[src/rtl/nco_mixer_param.sv]
// Phase-accumulator NCO with sin/cos ROM and a complex mixer, fixed 4-cycle latency.
// Mode bits ride down the pipeline with their sample so they can change on any accepted sample.
module nco_mixer_param #(
    parameter int DATA_W     = 8,
    parameter int OUT_W      = 8,
    parameter int PHASE_W    = 32,
    parameter int LUT_ADDR_W = 8
) (
    input  logic                     clk,
    input  logic                     rst,
    input  logic [PHASE_W-1:0]       delta_index_i,
    input  logic                     phase_clr_i,
    input  logic                     conj_i,
    input  logic                     bypass_i,
    input  logic signed [DATA_W-1:0] real_i,
    input  logic signed [DATA_W-1:0] imag_i,
    input  logic                     valid_i,
    output logic signed [OUT_W-1:0]  real_o,
    output logic signed [OUT_W-1:0]  imag_o,
    output logic                     valid_o,
    output logic                     sat_o
);
    localparam int STAGES = 4;
    localparam int LUT_N  = 1 << LUT_ADDR_W;
    localparam int PW     = 2 * DATA_W;
    localparam int SW     = PW + 1;
    localparam int EW     = ((SW > OUT_W) ? SW : OUT_W) + 1;
    localparam logic signed [SW-1:0] RND  = SW'(64'sd1 <<< (DATA_W - 2));
    localparam logic signed [EW-1:0] OMAX = EW'((64'sd1 <<< (OUT_W - 1)) - 64'sd1);
    localparam logic signed [EW-1:0] OMIN = -OMAX - EW'(1);

    // ROM contents are elaboration-time constants; the casts round half away from zero.
    function automatic logic signed [DATA_W-1:0] lut_entry(input int k, input bit is_sin);
        real a, x;
        a = real'((64'sd1 <<< (DATA_W - 1)) - 64'sd1);
        x = 2.0 * 3.14159265358979323846 * real'(k) / real'(LUT_N);
        x = a * (is_sin ? $sin(x) : $cos(x));
        return DATA_W'(int'(x));
    endfunction

    // Returns {clip, value}.
    function automatic logic [OUT_W:0] scale_sat(input logic signed [SW-1:0] v);
        logic signed [SW-1:0] r;
        logic signed [EW-1:0] e;
        r = (v + RND) >>> (DATA_W - 1);
        e = EW'(r);
        if (e > OMAX) return {1'b1, OMAX[OUT_W-1:0]};
        if (e < OMIN) return {1'b1, OMIN[OUT_W-1:0]};
        return {1'b0, e[OUT_W-1:0]};
    endfunction

    logic signed [DATA_W-1:0] cos_tab [LUT_N];
    logic signed [DATA_W-1:0] sin_tab [LUT_N];

    for (genvar k = 0; k < LUT_N; k++) begin : g_lut
        assign cos_tab[k] = lut_entry(k, 1'b0);
        assign sin_tab[k] = lut_entry(k, 1'b1);
    end

    logic [PHASE_W-1:0]       acc, phase_use;
    logic [STAGES:1]          vld_pipe;
    logic signed [DATA_W-1:0] xr1, xi1, xr2, xi2, xr3, xi3, c2, s2;
    logic [LUT_ADDR_W-1:0]    addr1;
    logic                     conj1, conj2, conj3, byp1, byp2, byp3;
    logic signed [PW-1:0]     p_rc, p_is, p_rs, p_ic;
    logic signed [SW-1:0]     sum_re, sum_im;
    logic [OUT_W:0]           re_res, im_res;

    assign phase_use = phase_clr_i ? '0 : acc;
    assign valid_o   = vld_pipe[STAGES];

    always_comb begin
        sum_re = conj3 ? SW'(p_rc) + SW'(p_is) : SW'(p_rc) - SW'(p_is);
        sum_im = conj3 ? SW'(p_ic) - SW'(p_rs) : SW'(p_rs) + SW'(p_ic);
        re_res = scale_sat(sum_re);
        im_res = scale_sat(sum_im);
    end

    always_ff @(posedge clk or negedge rst) begin
        if (!rst) begin
            acc      <= '0;
            vld_pipe <= '0;
            xr1 <= '0; xi1 <= '0; addr1 <= '0; conj1 <= 1'b0; byp1 <= 1'b0;
            xr2 <= '0; xi2 <= '0; c2 <= '0; s2 <= '0; conj2 <= 1'b0; byp2 <= 1'b0;
            xr3 <= '0; xi3 <= '0; conj3 <= 1'b0; byp3 <= 1'b0;
            p_rc <= '0; p_is <= '0; p_rs <= '0; p_ic <= '0;
            real_o <= '0; imag_o <= '0; sat_o <= 1'b0;
        end else begin
            if (valid_i)          acc <= phase_use + delta_index_i;
            else if (phase_clr_i) acc <= '0;
            vld_pipe <= {vld_pipe[STAGES-1:1], valid_i};
            // S1: capture sample, mode and table address
            xr1   <= real_i;
            xi1   <= imag_i;
            conj1 <= conj_i;
            byp1  <= bypass_i;
            addr1 <= phase_use[PHASE_W-1 -: LUT_ADDR_W];
            // S2: ROM read
            xr2   <= xr1;
            xi2   <= xi1;
            conj2 <= conj1;
            byp2  <= byp1;
            c2    <= cos_tab[addr1];
            s2    <= sin_tab[addr1];
            // S3: products
            xr3   <= xr2;
            xi3   <= xi2;
            conj3 <= conj2;
            byp3  <= byp2;
            p_rc  <= PW'(xr2) * PW'(c2);
            p_is  <= PW'(xi2) * PW'(s2);
            p_rs  <= PW'(xr2) * PW'(s2);
            p_ic  <= PW'(xi2) * PW'(c2);
            // S4: outputs only move on valid samples so they hold through bubbles
            if (vld_pipe[3]) begin
                real_o <= byp3 ? OUT_W'(xr3) : re_res[OUT_W-1:0];
                imag_o <= byp3 ? OUT_W'(xi3) : im_res[OUT_W-1:0];
                sat_o  <= byp3 ? 1'b0 : (re_res[OUT_W] | im_res[OUT_W]);
            end
        end
    end
endmodule

[config.mk]
export PLATFORM = sky130hd
export DESIGN_NAME = nco_mixer_param
export DESIGN_NICKNAME = d
export VERILOG_FILES = /design/src/rtl/nco_mixer_param.sv
export SDC_FILE = /design/constraint.sdc
export NUM_CORES = 1
export LEC_CHECK = 0
export CAP_MARGIN = 20
export CORE_MARGIN = 5
export CORE_UTILIZATION = 58
export DETAILED_ROUTE_END_ITERATION = 8
export PLACE_DENSITY = 0.79
export SLEW_MARGIN = 20
export SYNTH_ARGS = -nofsm -noshare
export SYNTH_HDL_FRONTEND = slang
export SYNTH_SLANG_ARGS = --single-unit
export TNS_END_PERCENT = 5
[constraint.sdc]
create_clock -name clk -period 4.2 [get_ports clk]
set_input_delay 0.42 -clock clk [delete_from_list [all_inputs] [get_ports clk]]
set_output_delay 0.42 -clock clk [all_outputs]
set_load 0.005 [all_outputs]
After elaboration in Yosys (flattened, before gate mapping)
Memories as Yosys holds them, arrays and structs flattened. A register that Yosys moved wholly into a read port is not among the register bits. Cells that the tools add are included.

Bits of input ports: 54. Word-level logic and storage cells: 64. Memories kept: 2. Output and inout bits: 18. Flip-flop bits (word level): 179. Bits in read-only memories: 4096.

Add/sub/neg operators: 7. Bitwise logic cells: 2. Muxes and demuxes: 21. $mul: 4. Reductions and logical operators: 2. Order comparisons: 4.

Memories: (no name shown) (words 256, width 8, rd ports 1, clocked after Yosys merged registers in 1, wr ports 0, RTL line 104) `s2 <= sin_tab[addr1];`; (no name shown) (words 256, width 8, rd ports 1, clocked after Yosys merged registers in 1, wr ports 0, RTL line 103) `c2 <= cos_tab[addr1];`.

Operators by type and width (number): $mux W9 (8); $mul A8 B8 Y16 (4); $mux W32 (2); $add A16 B16 Y17 (2); $add A17 B8 Y17 const B (2); $mux W17 (2); $sub A16 B16 Y17 (2); $add A32 B32 Y32 (1); $gt A10 B8 Y1 const B (2); $lt A10 B8 Y1 const B (2); $mux W8 (2); $not A8 Y9 (1); $mux W1 (7); $logic_not A1 Y1 (2); $or A1 B1 Y1 (1).

Longest topological paths before layout
Depth in word-level cells: 10. Mapped depth: 22. Mapped depth without buffers: 21.

Worst setup path before layout
OpenSTA, ideal clock, no wires.

Path type: register to register. Start point: register xr2[6]. End point: register p_rs[14]. Path buffers: 1. Stages on the path, launching flop included: 22. Data required time: 4120 ps. Arrival: 4518 ps. Slack: -398 ps. Setup time: 80 ps. Period minus slack after synthesis: 4598 ps. Cells stage by stage: dfrtp_1 clkbuf_1 and2_1 fa_1 inv_1 fa_1 inv_1 fa_1 inv_1 fa_1 inv_1 ha_1 inv_1 o21ai_0 and2_1 o21ai_0 nand2b_1 a21o_1 a21o_1 a21o_1 a21oi_1 xnor2_1.

Longest elaborated chain between the ends: 1.

Ends and longest elaborated chain: start: declaration (RTL line 62) `logic signed [DATA_W-1:0] xr1, xi1, xr2, xi2, xr3, xi3, c2, s2;`; start signal: assignment (RTL line 99) `xr2 <= xr1;`; $mul A8 B8 Y16 (RTL line 112) `p_rs <= PW'(xr2) * PW'(s2);`; end signal: assignment (RTL line 112); end: declaration (RTL line 65) `logic signed [PW-1:0] p_rc, p_is, p_rs, p_ic;`.

Every way passes these cells. A chain may end at the register's enable or synchronous reset.

Worst setup path after layout
Start point: register p_rs[1]. End point: register sat_o.

Longest elaborated chain between the ends: 10. Elaborated cells on any way between the ends: 14. Classes of those cells: 3 x add/sub; 2 x order compare; 8 x mux; 1 x bitwise.

Ends and longest elaborated chain: $add A16 B16 Y17 or $sub A16 B16 Y17 (tied branches) (RTL line 74) `sum_im = conj3 ? SW'(p_ic) - SW'(p_rs) : SW'(p_rs) + SW'(p_ic);`; $mux W17 * (RTL line 74); $add A17 B8 Y17 * (RTL line 45) `r = (v + RND) >>> (DATA_W - 1);`; $lt A10 B8 Y1 (RTL line 48) `if (e < OMIN) return {1'b1, OMIN[OUT_W-1:0]};`; $mux W1 (2 in a row) (RTL line 48); $mux W9 (RTL line 49) `return {1'b0, e[OUT_W-1:0]};`; $mux W9 * (RTL line 48); $or A1 B1 Y1 * (RTL line 118) `sat_o <= byp3 ? 1'b0 : (re_res[OUT_W] | im_res[OUT_W]);`; $mux W1 * (RTL line 118); end signal: assignment (RTL line 118); end: declaration (RTL line 21) `output logic sat_o`.

Mark *: on every way between the ends. The rest lies on a longest branch, timed or not. The select of a mux whose other input is x is not followed.

==> flow_metrics.env <==
export IMPL_ant_nets=0
export IMPL_synth_edf_count=0
export IMPL_tightest_slew_ps=880
export IMPL_crit_fanout=6
export IMPL_rows=70
export IMPL_numCtsBuffers=17
export IMPL_grt_overflow=0
export IMPL_critical_path_class="reg -> reg"
export IMPL_grt_pass1_wl_um=90500
export IMPL_setup_viol=25
export IMPL_worstPathRequired_ps=4550
export IMPL_die_area_um2=40800
export IMPL_max_freq_mhz=224
export IMPL_hold_path_class="in -> async"
export IMPL_cpMaxStageDelayCell="dfrtp_1"
export IMPL_grt_pass1_vias=18500
export IMPL_h_tree_depth=4
export IMPL_dr_pass1_iters=6
export IMPL_drt_total_wl_um=55400
export IMPL_synth_cells=2306
export IMPL_rsz0062_at_grt="yes"
export IMPL_cp_end_kind="flop"
export IMPL_clkLatencyLatePin_ps=470
export IMPL_drcViolationCount=0
export IMPL_cts_root_buf="clkbuf_16"
export IMPL_portBuffers=71
export IMPL_path_clk_slew_ps=80
export IMPL_maxCapViolCount=0
export IMPL_grt_start_max_net_pins=100
export IMPL_seq_area_frac_synth=0.228
export IMPL_post_route_period_util=1.06
export IMPL_period_needed_ps=4470
export IMPL_setup_ws_ps=-271
export IMPL_worstPathArrival_ps=4820
export IMPL_coreArea_um2=36500
export IMPL_antenna_found_initial=0
export IMPL_slew_viol_final=0
export IMPL_routedWlPerCell_um=18.1
export IMPL_diodes=0
export IMPL_cts_sinks=195
export IMPL_die_w_um=202
export IMPL_critical_path_cell_chain="inv_2 > ha_4 > nand3b_1 > nor4_1 > nor2_1 > xnor2_1 > ha_1 > nand2_1 > o31ai_2 > a211o_2 > buf_6 > a21oi_4 > a2111oi_2 > buf_4 > nand2_4 > a2111oi_4 > buf_4 > o31a_4 > a2111oi_4 > buf_4 > a2111oi_4 > o22ai_1"
export IMPL_place_congestion=0.902
export IMPL_dp_hpwl_um=41500
export IMPL_violations="setup timing"
export IMPL_filler_cell_count=2590
export IMPL_initial_core_util=0.586
export IMPL_syn_area_per_cell_um2=9.27
export IMPL_yosysUniqueCellTypes=82
export IMPL_critical_path_top_delay_family="compound AO/OA/AOI/OAI gates"
export IMPL_finish_utilization=0.708
export IMPL_grt_use_total=0.269
export IMPL_vias=17700
export IMPL_ys_ff_latch=195
export IMPL_die_y_um=202
export IMPL_crit_buf_inv=5
export IMPL_netlist_area_um2=21400
export IMPL_ys_warn_count=0
export IMPL_drive_gt1_frac=0.201
export IMPL_status="complete, but fails checks"
export IMPL_vias_per_cell=5.76
export IMPL_syn_to_final_growth_pct=20.8
export IMPL_cts_tree="done"
export IMPL_max_slew_margin_rel=0.414
export IMPL_cp_num_cells=22
export IMPL_io_pins=72
export IMPL_start_kind="flop"
export IMPL_syn_nets=2775
export IMPL_fin_nets=3056
export IMPL_r2r_cells=22
export IMPL_async_reset_ff_frac=1.00
export IMPL_skew_ps=12.4
export IMPL_clockBufferDepth=2
export IMPL_synthFlopType="dfrtp_1"
export IMPL_holdBufCountCts=0
export IMPL_slowest_delay_ps=440
export IMPL_hold_violations=0
export IMPL_drt_iter0_drc=1429
routing by layer:
metal  GRT usage  routed length, µm  part of all wire  vias up
met4       0.106               2250             0.041        0
met2       0.482              28700              0.52      592
met5           0                  0                 0        -
met1       0.333              21500              0.39     8785
li1            -                  -                 -     8144
met3      0.0318               2900             0.052      144
cell usage after synthesis (38+ instances only):
| library cell | n | area, µm² |
|---|---|---|
| a21oi_1 | 139 | 696 |
| o21ai_0 | 114 | 571 |
| dfrtp_1 | 195 | 4880 |
| and2_1 | 159 | 995 |
| nand2b_1 | 48 | 300 |
| fa_1 | 221 | 4420 |
| nor2b_1 | 49 | 307 |
| nor2_1 | 113 | 424 |
| clkbuf_1 | 87 | 327 |
| xor2_1 | 47 | 412 |
| a21o_1 | 38 | 285 |
| nand2_1 | 161 | 604 |
| inv_1 | 299 | 1120 |
| ha_1 | 194 | 2430 |
| xnor2_1 | 108 | 946 |
worst reg2reg max path: stages (launching register included):
cell	delay (ps)
dfrtp_1	440
inv_2	100
ha_4	150
nand3b_1	140
nor4_1	250
nor2_1	90
xnor2_1	140
ha_1	360
nand2_1	80
o31ai_2	300
a211o_2	190
buf_6	120
a21oi_4	80
a2111oi_2	320
buf_4	190
nand2_4	60
a2111oi_4	350
buf_4	170
o31a_4	180
a2111oi_4	50
buf_4	170
a2111oi_4	300
o22ai_1	110
area by class of cell:
type	instances	area (µm²)	share of cell area
clock buffer	17	425	0.0165
multi-input combinational	1715	15600	0.603
inverter	301	1130	0.0437
sequential	195	4910	0.190
tap	468	586	0.0227
clock inverter	15	214	0.00828
timing repair buffer	357	3010	0.116
flip-flops by register name, indices dropped and copies added (netlist names), 4 cells and up:
| signal | flops |
|---|---|
| acc | 32 |
| addr1 | 8 |
| c2 | 8 |
| imag_o | 8 |
| p_ic | 16 |
| p_is | 16 |
| p_rc | 16 |
| p_rs | 16 |
| real_o | 8 |
| s2 | 8 |
| vld_pipe | 4 |
| xi1 | 8 |
| xi2 | 8 |
| xi3 | 8 |
| xr1 | 8 |
| xr2 | 8 |
| xr3 | 8 |
timing repair:
item / in CTS / in global routing
pin swaps: 43 / 79
gates resized for setup: 75 / 81
setup buffers: 28 / 23
endpoints found under the hold margin: 0 / 0
setup endpoints to repair: 36 / 40
kinds of logic (layout without fill, tap and decap cells):
family,count (synthesis),in the layout,synth area share
buffers and inverters,396,690,0.0697
adder cells (fa/ha/maj),415,415,0.320
AO/OA/AOI/OAI,449,449,0.135
multiplexers,45,45,0.0240
XOR/XNOR,156,156,0.0642
AND/OR/NAND/NOR,650,650,0.158
flip-flops,195,195,0.228
cells in the final DEF, fill, tap and decap left out, types with 46 or more instances in the layout:
master / n
and2_1: 145
nand2b_1: 48
dfrtp_1: 173
o21ai_0: 92
ha_1: 176
nor2_1: 108
fa_1: 215
buf_4: 264
a21oi_1: 113
nand2_1: 157
inv_1: 286
xor2_1: 46
nor2b_1: 47
clkdlybuf4s50_1: 70
xnor2_1: 106
metrics by stage:
step	hold slack [ps]	cell area [µm²]	cells	TNS [ps]	worst slack, ps
finish	16.7	25800	3068	-4570	-271
global placement	332	24300	2985	-3660	-258
floorplan	124	21700	2306	-349	-51.5
CTS	60.9	25300	3045	-3450	-214
detailed placement	335	24300	2985	-8210	-425
global route	104	25800	3068	-11290	-492
worst paths after layout:
path	startpoint	end	slack, ps
min reg2reg	vld_pipe[1]$_DFF_PN0_	vld_pipe[2]$_DFF_PN0_	340
max	p_rs[1]$_DFF_PN0_	sat_o$_DFFE_PN0P_	-270
max reg2reg	p_rs[1]$_DFF_PN0_	sat_o$_DFFE_PN0P_	-270
min in group clk	vld_pipe[1]$_DFF_PN0_	vld_pipe[2]$_DFF_PN0_	340
min	rst	real_o[6]$_DFFE_PN0P_	20
max in group asynchronous	rst	s2[2]$_DFF_PN0_	3090
Power is left out: the tool's default activity adds up to more than one toggle a clock period on the data nets, which glitch-free logic cannot reach.
